--- src/rtl/mc_controller_if.sv ---
// Control-unit bundle: opcode/flags/memory-ready in, datapath controls and debug state out.
// Full handshake is a single MemReady stall signal; the controller drives no ready back.
interface mc_controller_if #(
  parameter int CNT_W = 32
);
  logic [6:0]       op;
  logic             Zero;
  logic             MemReady;
  logic             PCWrite;
  logic             AdrSrc;
  logic             IRWrite;
  logic             RegWrite;
  logic             MemWrite;
  logic [1:0]       ALUSrcA;
  logic [1:0]       ALUSrcB;
  logic [1:0]       ResultSrc;
  logic [1:0]       ALUOp;
  logic [3:0]       State;
  logic [CNT_W-1:0] InstRet;
  logic             Illegal;

  modport master (
    output op, Zero, MemReady,
    input  PCWrite, AdrSrc, IRWrite, RegWrite, MemWrite,
    input  ALUSrcA, ALUSrcB, ResultSrc, ALUOp, State, InstRet, Illegal
  );

  modport slave (
    input  op, Zero, MemReady,
    output PCWrite, AdrSrc, IRWrite, RegWrite, MemWrite,
    output ALUSrcA, ALUSrcB, ResultSrc, ALUOp, State, InstRet, Illegal
  );
endinterface

--- src/rtl/mc_controller.sv ---
// Multicycle RISC-V control FSM; beq 3 cycles, alu/sw/jal 4, lw 5; MemReady=0 stalls FETCH/MEMREAD/MEMWRITE.
// MC_ILLEGAL_TRAP_EN: unknown opcodes lock in TRAP with sticky Illegal; otherwise they retire as NOPs.
module mc_controller #(
  parameter int CNT_W = 32
) (
  input logic          clk,
  input logic          reset,
  mc_controller_if.slave bus
);

  typedef enum logic [3:0] {
    FETCH, DECODE, MEMADR, MEMREAD, MEMWB, MEMWRITE,
    EXECUTER, EXECUTEI, ALUWB, BEQ, JAL, TRAP
  } state_t;

  typedef struct packed {
    logic       adrsrc;
    logic       regwrite;
    logic       memwrite;
    logic       pcupd;
    logic       branch;
    logic [1:0] alusrca;
    logic [1:0] alusrcb;
    logic [1:0] resultsrc;
    logic [1:0] aluop;
  } ctl_t;

  localparam logic [6:0] OP_LW  = 7'b0000011;
  localparam logic [6:0] OP_SW  = 7'b0100011;
  localparam logic [6:0] OP_R   = 7'b0110011;
  localparam logic [6:0] OP_I   = 7'b0010011;
  localparam logic [6:0] OP_BEQ = 7'b1100011;
  localparam logic [6:0] OP_JAL = 7'b1101111;

  state_t           state, nxt;
  ctl_t             ctl;
  logic             retire;
  logic [CNT_W-1:0] instret;

  function automatic ctl_t decode(input state_t s);
    ctl_t c;
    c = '0;
    case (s)
      FETCH:    begin c.alusrcb = 2'b10; c.resultsrc = 2'b10; c.pcupd = 1'b1; end
      DECODE:   begin c.alusrca = 2'b01; c.alusrcb = 2'b01; end
      MEMADR:   begin c.alusrca = 2'b10; c.alusrcb = 2'b01; end
      MEMREAD:  c.adrsrc = 1'b1;
      MEMWB:    begin c.resultsrc = 2'b01; c.regwrite = 1'b1; end
      MEMWRITE: begin c.adrsrc = 1'b1; c.memwrite = 1'b1; end
      EXECUTER: begin c.alusrca = 2'b10; c.aluop = 2'b10; end
      EXECUTEI: begin c.alusrca = 2'b10; c.alusrcb = 2'b01; c.aluop = 2'b10; end
      ALUWB:    c.regwrite = 1'b1;
      BEQ:      begin c.alusrca = 2'b10; c.aluop = 2'b01; c.branch = 1'b1; end
      JAL:      begin c.alusrca = 2'b01; c.alusrcb = 2'b10; c.pcupd = 1'b1; end
      default:  c = '0;
    endcase
    return c;
  endfunction

  // retire marks the edge that completes an instruction (jal counts on leaving ALUWB)
  always_comb begin
    nxt    = state;
    retire = 1'b0;
    case (state)
      FETCH:    nxt = bus.MemReady ? DECODE : FETCH;
      DECODE: begin
        case (bus.op)
          OP_LW, OP_SW: nxt = MEMADR;
          OP_R:         nxt = EXECUTER;
          OP_I:         nxt = EXECUTEI;
          OP_BEQ:       nxt = BEQ;
          OP_JAL:       nxt = JAL;
          default: begin
`ifdef MC_ILLEGAL_TRAP_EN
            nxt = TRAP;
`else
            nxt    = FETCH;
            retire = 1'b1;
`endif
          end
        endcase
      end
      MEMADR:   nxt = (bus.op == OP_LW) ? MEMREAD : MEMWRITE;
      MEMREAD:  nxt = bus.MemReady ? MEMWB : MEMREAD;
      MEMWB:    begin nxt = FETCH; retire = 1'b1; end
      MEMWRITE: begin nxt = bus.MemReady ? FETCH : MEMWRITE; retire = bus.MemReady; end
      EXECUTER, EXECUTEI: nxt = ALUWB;
      ALUWB:    begin nxt = FETCH; retire = 1'b1; end
      BEQ:      begin nxt = FETCH; retire = 1'b1; end
      JAL:      nxt = ALUWB;
      TRAP:     nxt = TRAP;
      default:  nxt = FETCH;
    endcase
  end

`ifdef MC_ILLEGAL_TRAP_EN
  logic illegal;
`endif

  // Controls are registered alongside the state so they change only with it
  always_ff @(posedge clk or posedge reset) begin
    if (reset) begin
      state   <= FETCH;
      ctl     <= decode(FETCH);
      instret <= '0;
`ifdef MC_ILLEGAL_TRAP_EN
      illegal <= 1'b0;
`endif
    end else begin
      state <= nxt;
      ctl   <= decode(nxt);
      if (retire) instret <= instret + CNT_W'(1);
`ifdef MC_ILLEGAL_TRAP_EN
      if (nxt == TRAP) illegal <= 1'b1;
`endif
    end
  end

`ifdef MC_ILLEGAL_TRAP_EN
  assign bus.Illegal = illegal;
`else
  assign bus.Illegal = 1'b0;
`endif

  // FETCH only writes IR/PC once the instruction word has actually arrived
  assign bus.IRWrite   = (state == FETCH) & bus.MemReady;
  assign bus.PCWrite   = (ctl.pcupd & ((state != FETCH) | bus.MemReady)) | (ctl.branch & bus.Zero);
  assign bus.AdrSrc    = ctl.adrsrc;
  assign bus.RegWrite  = ctl.regwrite;
  assign bus.MemWrite  = ctl.memwrite;
  assign bus.ALUSrcA   = ctl.alusrca;
  assign bus.ALUSrcB   = ctl.alusrcb;
  assign bus.ResultSrc = ctl.resultsrc;
  assign bus.ALUOp     = ctl.aluop;
  assign bus.State     = state;
  assign bus.InstRet   = instret;

endmodule
--- src/flat_wrapper.sv ---
// flat-port wrapper written by rule: the top's interface ports become plain ports
module mc_controller_flat 
#(
  parameter int CNT_W = 32
)
  (clk, reset, bus_op, bus_Zero, bus_MemReady, bus_PCWrite, bus_AdrSrc, bus_IRWrite, bus_RegWrite, bus_MemWrite, bus_ALUSrcA, bus_ALUSrcB, bus_ResultSrc, bus_ALUOp, bus_State, bus_InstRet, bus_Illegal);
  mc_controller_if #(.CNT_W(CNT_W)) bus_i ();
  input logic clk;
  input logic reset;
  input wire logic [$bits(bus_i.op)-1:0] bus_op;
  input wire logic [$bits(bus_i.Zero)-1:0] bus_Zero;
  input wire logic [$bits(bus_i.MemReady)-1:0] bus_MemReady;
  output wire logic [$bits(bus_i.PCWrite)-1:0] bus_PCWrite;
  output wire logic [$bits(bus_i.AdrSrc)-1:0] bus_AdrSrc;
  output wire logic [$bits(bus_i.IRWrite)-1:0] bus_IRWrite;
  output wire logic [$bits(bus_i.RegWrite)-1:0] bus_RegWrite;
  output wire logic [$bits(bus_i.MemWrite)-1:0] bus_MemWrite;
  output wire logic [$bits(bus_i.ALUSrcA)-1:0] bus_ALUSrcA;
  output wire logic [$bits(bus_i.ALUSrcB)-1:0] bus_ALUSrcB;
  output wire logic [$bits(bus_i.ResultSrc)-1:0] bus_ResultSrc;
  output wire logic [$bits(bus_i.ALUOp)-1:0] bus_ALUOp;
  output wire logic [$bits(bus_i.State)-1:0] bus_State;
  output wire logic [$bits(bus_i.InstRet)-1:0] bus_InstRet;
  output wire logic [$bits(bus_i.Illegal)-1:0] bus_Illegal;
  assign bus_i.op = bus_op;
  assign bus_i.Zero = bus_Zero;
  assign bus_i.MemReady = bus_MemReady;
  assign bus_PCWrite = bus_i.PCWrite;
  assign bus_AdrSrc = bus_i.AdrSrc;
  assign bus_IRWrite = bus_i.IRWrite;
  assign bus_RegWrite = bus_i.RegWrite;
  assign bus_MemWrite = bus_i.MemWrite;
  assign bus_ALUSrcA = bus_i.ALUSrcA;
  assign bus_ALUSrcB = bus_i.ALUSrcB;
  assign bus_ResultSrc = bus_i.ResultSrc;
  assign bus_ALUOp = bus_i.ALUOp;
  assign bus_State = bus_i.State;
  assign bus_InstRet = bus_i.InstRet;
  assign bus_Illegal = bus_i.Illegal;
  mc_controller #(.CNT_W(CNT_W)) u_core (.clk(clk), .reset(reset), .bus(bus_i));
endmodule
--- config.mk ---
export PLATFORM = sky130hd
export DESIGN_NAME = mc_controller_flat
export DESIGN_NICKNAME = d
export VERILOG_FILES = /design/src/rtl/mc_controller_if.sv /design/src/rtl/mc_controller.sv /design/src/flat_wrapper.sv
export SDC_FILE = /design/constraint.sdc
export NUM_CORES = 1
export LEC_CHECK = 0
export CORE_ASPECT_RATIO = 0.6
export CORE_UTILIZATION = 44
export DETAILED_ROUTE_END_ITERATION = 8
export GPL_TIMING_DRIVEN = 0
export PLACE_DENSITY = 0.81
export REMOVE_ABC_BUFFERS = 1
export SKIP_LAST_GASP = 1
export SYNTH_ARGS = -nofsm -noshare
export SYNTH_HDL_FRONTEND = slang
export SYNTH_SLANG_ARGS = --single-unit
--- constraint.sdc ---
create_clock -name clk -period 1.75 [get_ports clk]
set_input_delay 0.35 -clock clk [delete_from_list [all_inputs] [get_ports clk]]
set_output_delay 0.35 -clock clk [all_outputs]
set_load 0.02 [all_outputs]
==> results of run 1 <==
==> power by group <==
part	leakage [uW]	internal (uW)	total [uW]	switching [uW]
Clock	0.0000585	466	831	365
Sequential	0.000644	1220	1340	111
Combinational	0.00124	340	693	352
Total	0.00194	2030	2860	828
==> metal layers <==
metal | routed length (um) | vias to the layer above
li1 | - | 959
met1 | 3020 | 1011
met2 | 2790 | 73
met3 | 472 | 8
met4 | 59 | 0
met5 | 0 | -
==> through the flow <==
step	TNS, ns	std cells	cell area [um2]	total power [uW]
floorplan	-3.57	210	2340	1660
global placement	-55.25	335	3020	1910
detailed placement	-23.92	336	3040	1940
CTS	-1.52	375	3570	2830
global route	-7.55	378	3700	3000
finish	-3.84	378	3700	2860
==> final timing paths <==
| path | from | endpoint | slack [ns] | cells past startpoint |
|---|---|---|---|---|
| setup reg to reg | u_core.bus.State[3] | u_core.bus.ALUSrcA[1] | -0.19 | 5 |
| max in group asynchronous | reset | u_core.bus.ResultSrc[1] | 0.80 | 3 |
| hold / removal | reset | u_core.bus.InstRet[25] | 0.37 | 2 |
| setup / recovery | bus_op[0] | u_core.bus.InstRet[1] | -0.20 | 8 |
| hold reg to reg | u_core.bus.InstRet[31] | u_core.bus.InstRet[31] | 0.50 | 1 |
| min in group clk | u_core.bus.InstRet[31] | u_core.bus.InstRet[31] | 0.50 | 1 |
==> sequential cells by signal (all words and copies together) (netlist names), 2 cells and up <==
name,count
u_core.bus.State,4
u_core.bus.ResultSrc,2
u_core.bus.ALUSrcA,2
u_core.bus.ALUSrcB,2
u_core.ctl,2
u_core.bus.InstRet,32
u_core.bus.ALUOp,2
==> what timing repair did <==
| item | 4_1_cts | 5_1_grt |
|---|---|---|
| endpoints found under the setup margin | 51 | 56 |
| setup buffers | 32 | 4 |
| pin swaps | 24 | 14 |
| cloned | 0 | 0 |
| endpoints found under the hold margin | 0 | 0 |
| resized for setup | 70 | 38 |
==> cell usage after synthesis (all sizes together) (2+ instances only) <==
master and count:
xnor2 19, o21ai 7, nand4 12, mux2 2, nand2b 3, nor2b 2, nor4 2, clkbuf 2
and2 2, nor3 9, dfrtp 46, buf 13, nand3 14, nor2 12, nand2 21, xor2 13
dfstp 3, and4 4, inv 7, and3 8
==> cell type report <==
class / instances / share of cell area [%]
clock buffers: 7 / 2.34
clock inverters: 1 / 0.812
inverters: 7 / 0.711
multi-input cells: 154 / 36.0
flip-flops and latches: 49 / 33.5
well taps: 66 / 2.23
repair buffers: 94 / 24.5
==> kinds of logic after synthesis <==
logic type	synth area share (%)
AND/OR/NAND/NOR	24.0
flip-flops	50.3
XOR/XNOR	11.5
buffers and inverters	5.22
AO/OA/AOI/OAI	6.96
multiplexers	1.33
adder cells (fa/ha/maj)	0.512
other	0.153
==> results.yml, run 1 <==
run_status:
  outcome: "finished, violations left"
  violations: "DRC, setup timing"
placement:
  io_buffers: 59
  place_ws_ns: -0.692
  hpwl_mm: 3.99
  gp_congestion: 0.850
clock_network:
  clock_latency_ns: 0.30
  clk_pin_slew_ns: 0.09
  clock_path_buffers: 2
  clk_root_buffer_cell: "clkbuf_8"
  htree_levels: 2
  clock_sinks: 49
  cts_buffers: 5
  cts_tree: "done"
  ctsHoldBuffers: 0
finish:
  final_util_pct: 71.0
  diodes: 0
  seqCellArea_um2: 1240
  multi_input_area_um2: 1330
  most-common-layout-cells: "dfrtp_1, clkdlybuf4s50_1, buf_4"
  fin_nets: 323
  area_growth_pct: 51.3
  drive_above_1_share_pct: 33.7
  mostFrequentLayoutCell: "dfrtp_1"
  n_fill_cell: 367
setup_path:
  worstPathMaxFanout: 7
  cp-start-kind: "input pin"
  crit_type: "input pin to register"
  cp-end-kind: "register"
  cp_cell_sequence: "clkdlybuf4s50_1 -> nand2_2 -> a221o_1 -> o2bb2ai_4 -> buf_4 -> buf_6 -> buf_6 -> mux2_4"
  crit_family: "buffers and inverters"
  critPathSlowestCell: "clkdlybuf4s50_1"
  slowest_delay_ns: 0.49
  cpMostUsedCell: "buf_6"
  required_ns: 1.93
  path_buf_inv: 4
  cp.arrival_ns: 2.13
timing:
  fin_crit_ns: 1.95
  worst_pin_slew_ns: 0.536
  holdWs_ns: 0.375
  clock.fmax_mhz: 513
  hold_viol: 0
  post-route-period-util_pct: 111
  relSlewSlack_pct: 63.9
  slew_violations: 0
  setup_violations: 40
  rsz0062_at_grt: "yes"
  fin_ws_ns: -0.198
  clock_skew_ns: 0.00628
power_and_ir_drop:
  irDropWorstVdd_uv: 464
  power.density_nw_per_um2: 774
  leakagePower_uw: 0.00194
logic_synthesis:
  ys_seq_area_share_pct: 50.3
  yosys.area.top_type: "dfrtp_1"
  synthDistinctLibCells: 55
  synthTopCellsByArea: "dfrtp_1, xnor2_1, xor2_1"
  async_flop_share_pct: 100
  synth_warnings: 0
  yosysTopAreaCellShare_pct: 47.1
  synth_edf_count: 0
  synth_ff_type: "dfrtp_1"
  syn_area_per_cell_um2: 10.9
  ys_ff_latch: 49
  syn_area_um2: 2440
  synthCells: 225
global_route:
  track_usage_pct: 23.5
  grtUsageMet3_pct: 5.73
  antenna_found_initial: 0
  grt_util_met1_pct: 34.0
  grt_busiest_layer: "met2"
  grt-ovfl-total: 0
  grt_start_max_net_pins: 31
  grt_pass1_vias: 2022
  met2_usage_pct: 35.7
  grt_pass1_wl_mm: 10.4
detailed_routing:
  drcViolationCount: 1
  dr_total_vias: 2051
  wl_mm: 6.34
  routed_via_density: 5.43
  ant_nets: 0
  wl_per_cell_um: 16.8
  drt-initial-drc-count: 108
  dr.pass1.iters: 9
floorplan:
  fp.dieH_um: 59.7
  fp-row-count: 20
  die_area_um2: 5870
  core_area_um2: 5200
  die_w_um: 98.2
  io_pins: 61
  start_util_pct: 46.9
job:
  drv_cap: 0
worst_hold_path:
  hold_path.class: "input pin to async pin"
Note: power is estimated with default switching activity, not from simulation.
==> run 2: changes to the inputs <==
--- a/config.mk
+++ b/config.mk
@@ -9,7 +9,8 @@
 export CORE_UTILIZATION = 44
 export DETAILED_ROUTE_END_ITERATION = 8
 export GPL_TIMING_DRIVEN = 0
-export PLACE_DENSITY = 0.81
+export HOLD_SLACK_MARGIN = 0.15
+export PLACE_DENSITY_LB_ADDON = 0.25
 export REMOVE_ABC_BUFFERS = 1
 export SKIP_LAST_GASP = 1
 export SYNTH_ARGS = -nofsm -noshare
==> run 2 against run 1 <==
  * The run still ends with DRC, setup timing left
  * Final cell count is the same
  * Critical path depth shrank 3
  * Total power shrank 5.6%
  * Sequential power is essentially flat
  * Clock skew grew 0.00062 ns
  * Non-clock buffer count is the same
  * Utilization grew 0.17 points
  * Setup slack gained 0.024 ns
  * Sequential share of layout area is essentially flat
  * Count of clock-buffer cells in the layout shrank 2
  * Critical path type is now register to register
==> results.yml, run 2 (same netlist as run 1, synthesis figures left out) <==
setup_path:
  r2r_start: "u_core.bus.State[2]"
  reg2reg_slack_ns: -0.17
  worstReg2RegEnd: "u_core.bus.ALUSrcA[1]"
  slowest_delay_ns: 0.47
  crit_type: "register to register"
  cp-start-kind: "register"
  cp.arrival_ns: 2.11
  worstPathMaxFanout: 4
  cp_cell_sequence: "nor4b_4 -> buf_4 -> nand2_4 -> o311a_4 -> a311o_1"
  required_ns: 1.93
  cp-end-kind: "register"
  critPathSlowestCell: "dfrtp_2"
  ff2ff_path_depth: 5
detailed_routing:
  routed_via_density: 5.45
  ant_nets: 0
  dr_total_vias: 2059
  wl_mm: 6.50
  dr.pass1.iters: 6
  drcViolationCount: 4
  drt-initial-drc-count: 128
  wl_per_cell_um: 17.2
global_route:
  grt_pass1_wl_mm: 9.83
  grt_pass1_vias: 1935
  antenna_found_initial: 0
  grt_start_max_net_pins: 42
  grt-ovfl-total: 0
  track_usage_pct: 22.2
timing:
  post-route-period-util_pct: 110
  final.setup.tns_ns: -3.82
  rsz0062_at_grt: "yes"
  setup_violations: 41
  clock.fmax_mhz: 520
  fin_crit_ns: 1.92
  holdWs_ns: 0.263
  slew_violations: 0
  fin_ws_ns: -0.174
  hold_viol: 0
  clock_skew_ns: 0.00690
run_status:
  violations: "DRC, setup timing"
  outcome: "finished, violations left"
placement:
  gp_congestion: 0.900
  hpwl_mm: 3.82
  postPlaceCellArea_um2: 3040
  io_buffers: 59
power_and_ir_drop:
  p_seq_share_pct: 49.7
  clkPwrFrac_pct: 25.1
  p_sw_uw: 865
  irDropWorstVdd_uv: 511
  power.density_nw_per_um2: 729
  p_int_uw: 1830
  leakagePower_uw: 0.00194
  swShare_pct: 32.0
  p_comb_share_pct: 25.1
finish:
  drive_above_1_share_pct: 34.6
  area_growth_pct: 51.6
  diodes: 0
  mostFrequentLayoutCell: "dfrtp_1"
  finish.instance_area_um2: 3700
  largest_reg_flops: 32
  fin_nets: 323
  most-common-layout-cells: "dfrtp_1, clkdlybuf4s50_1, buf_4"
clock_network:
  clock_sinks: 49
  clk_pin_slew_ns: 0.09
  cts_buffers: 5
  clock_latency_ns: 0.30
  clock_path_buffers: 2
  htree_levels: 2
  clk_root_buffer_cell: "clkbuf_8"
  cts_tree: "done"
job:
  drv_cap: 0
floorplan:
  fp.dieH_um: 59.7
  start_util_pct: 46.9
  io_pins: 61
  core_area_um2: 5200
  die_w_um: 98.2
  fp-row-count: 20
  die_area_um2: 5870
worst_hold_path:
  hold_path.class: "input pin to async pin"
==> run 2: changes by cell type in the layout (fill, tap and decap cells not counted), moves of 2 or more <==
cell and change:
clkdlybuf4s50_1 -2, buf_6 -2, nor2_1 -2, clkbuf_2 -2, o21ai_2 +3, nor3_4 +2
buf_2 +2, dlygate4sd2_1 +4, nor3_2 -3, nor2_4 +3
==> run 2: critical path, delay by kind of cell, from the launching register on <==
| kind | cells | cell delay (ns) |
|---|---|---|
| buffers and inverters | 1 | 0.20 |
| AOI/OAI and AO/OA | 2 | 0.75 |
| and+or+nand+nor | 2 | 0.39 |
| DFF | 1 | 0.47 |
==> run 2: cell type report <==
| cell class | count | area (um2) |
|---|---|---|
| repair buffers | 94 | 910 |
| well taps | 66 | 82.6 |
| multi-input cells | 154 | 1360 |
| flip-flops and latches | 49 | 1240 |
| inverters | 7 | 28.8 |
| clock inverters | 3 | 21.3 |
| fillers | 373 | 1500 |
| clock buffers | 5 | 68.8 |
==> run 2: how the worst max path moves through the flow <==
stage	slack, ns	from	end	cells after the start
after detailed placement	-0.67	bus_op[2]	u_core.bus.InstRet[16]	7
after global placement	-0.70	reset	u_core.bus.InstRet[29]	2
final	-0.17	u_core.bus.State[2]	u_core.bus.ALUSrcA[1]	5
after CTS	-0.15	u_core.bus.State[3]	u_core.bus.ALUSrcA[1]	5
after floorplan	-0.29	u_core.bus.State[1]	u_core.bus.ALUSrcA[1]	6
after global routing	-0.25	u_core.bus.InstRet[6]	u_core.bus.InstRet[30]	7
==> run 2: per-stage QoR <==
stage | power (uW) | worst slack (ns) | instances | util (%)
detailed placement | 1940 | -0.666 | 336 | 58.3
finish | 2700 | -0.174 | 378 | 71.2
global placement | 1920 | -0.696 | 335 | 57.9
global route | 2820 | -0.249 | 378 | 71.2
floorplan | 1660 | -0.286 | 210 | -
CTS | 2670 | -0.154 | 368 | 66.1
==> run 2: per-layer routing <==
layer	part of all wire (%)	track usage, %
met1	47	32.6
met2	46	34.4
met3	6.6	4.80
met4	0.54	4.26
met5	0	0
==> run 2: repair_timing <==
| action | in CTS | in global routing |
|---|---|---|
| hold buffers | 0 | 0 |
| setup buffers | 24 | 10 |
| resized for setup | 64 | 48 |
| endpoints found under the setup margin | 52 | 59 |
| cloned | 0 | 0 |
| pin swaps | 19 | 26 |
==> run 2: power groups by stage <==
stage | combinational, uW | clock [uW] | sequential (uW)
after floorplan | 226 | 0 | 1430
after global placement | 567 | 0 | 1350
after detailed placement | 585 | 0 | 1360
after CTS | 640 | 694 | 1340
after global routing | 729 | 735 | 1360
final | 679 | 679 | 1340
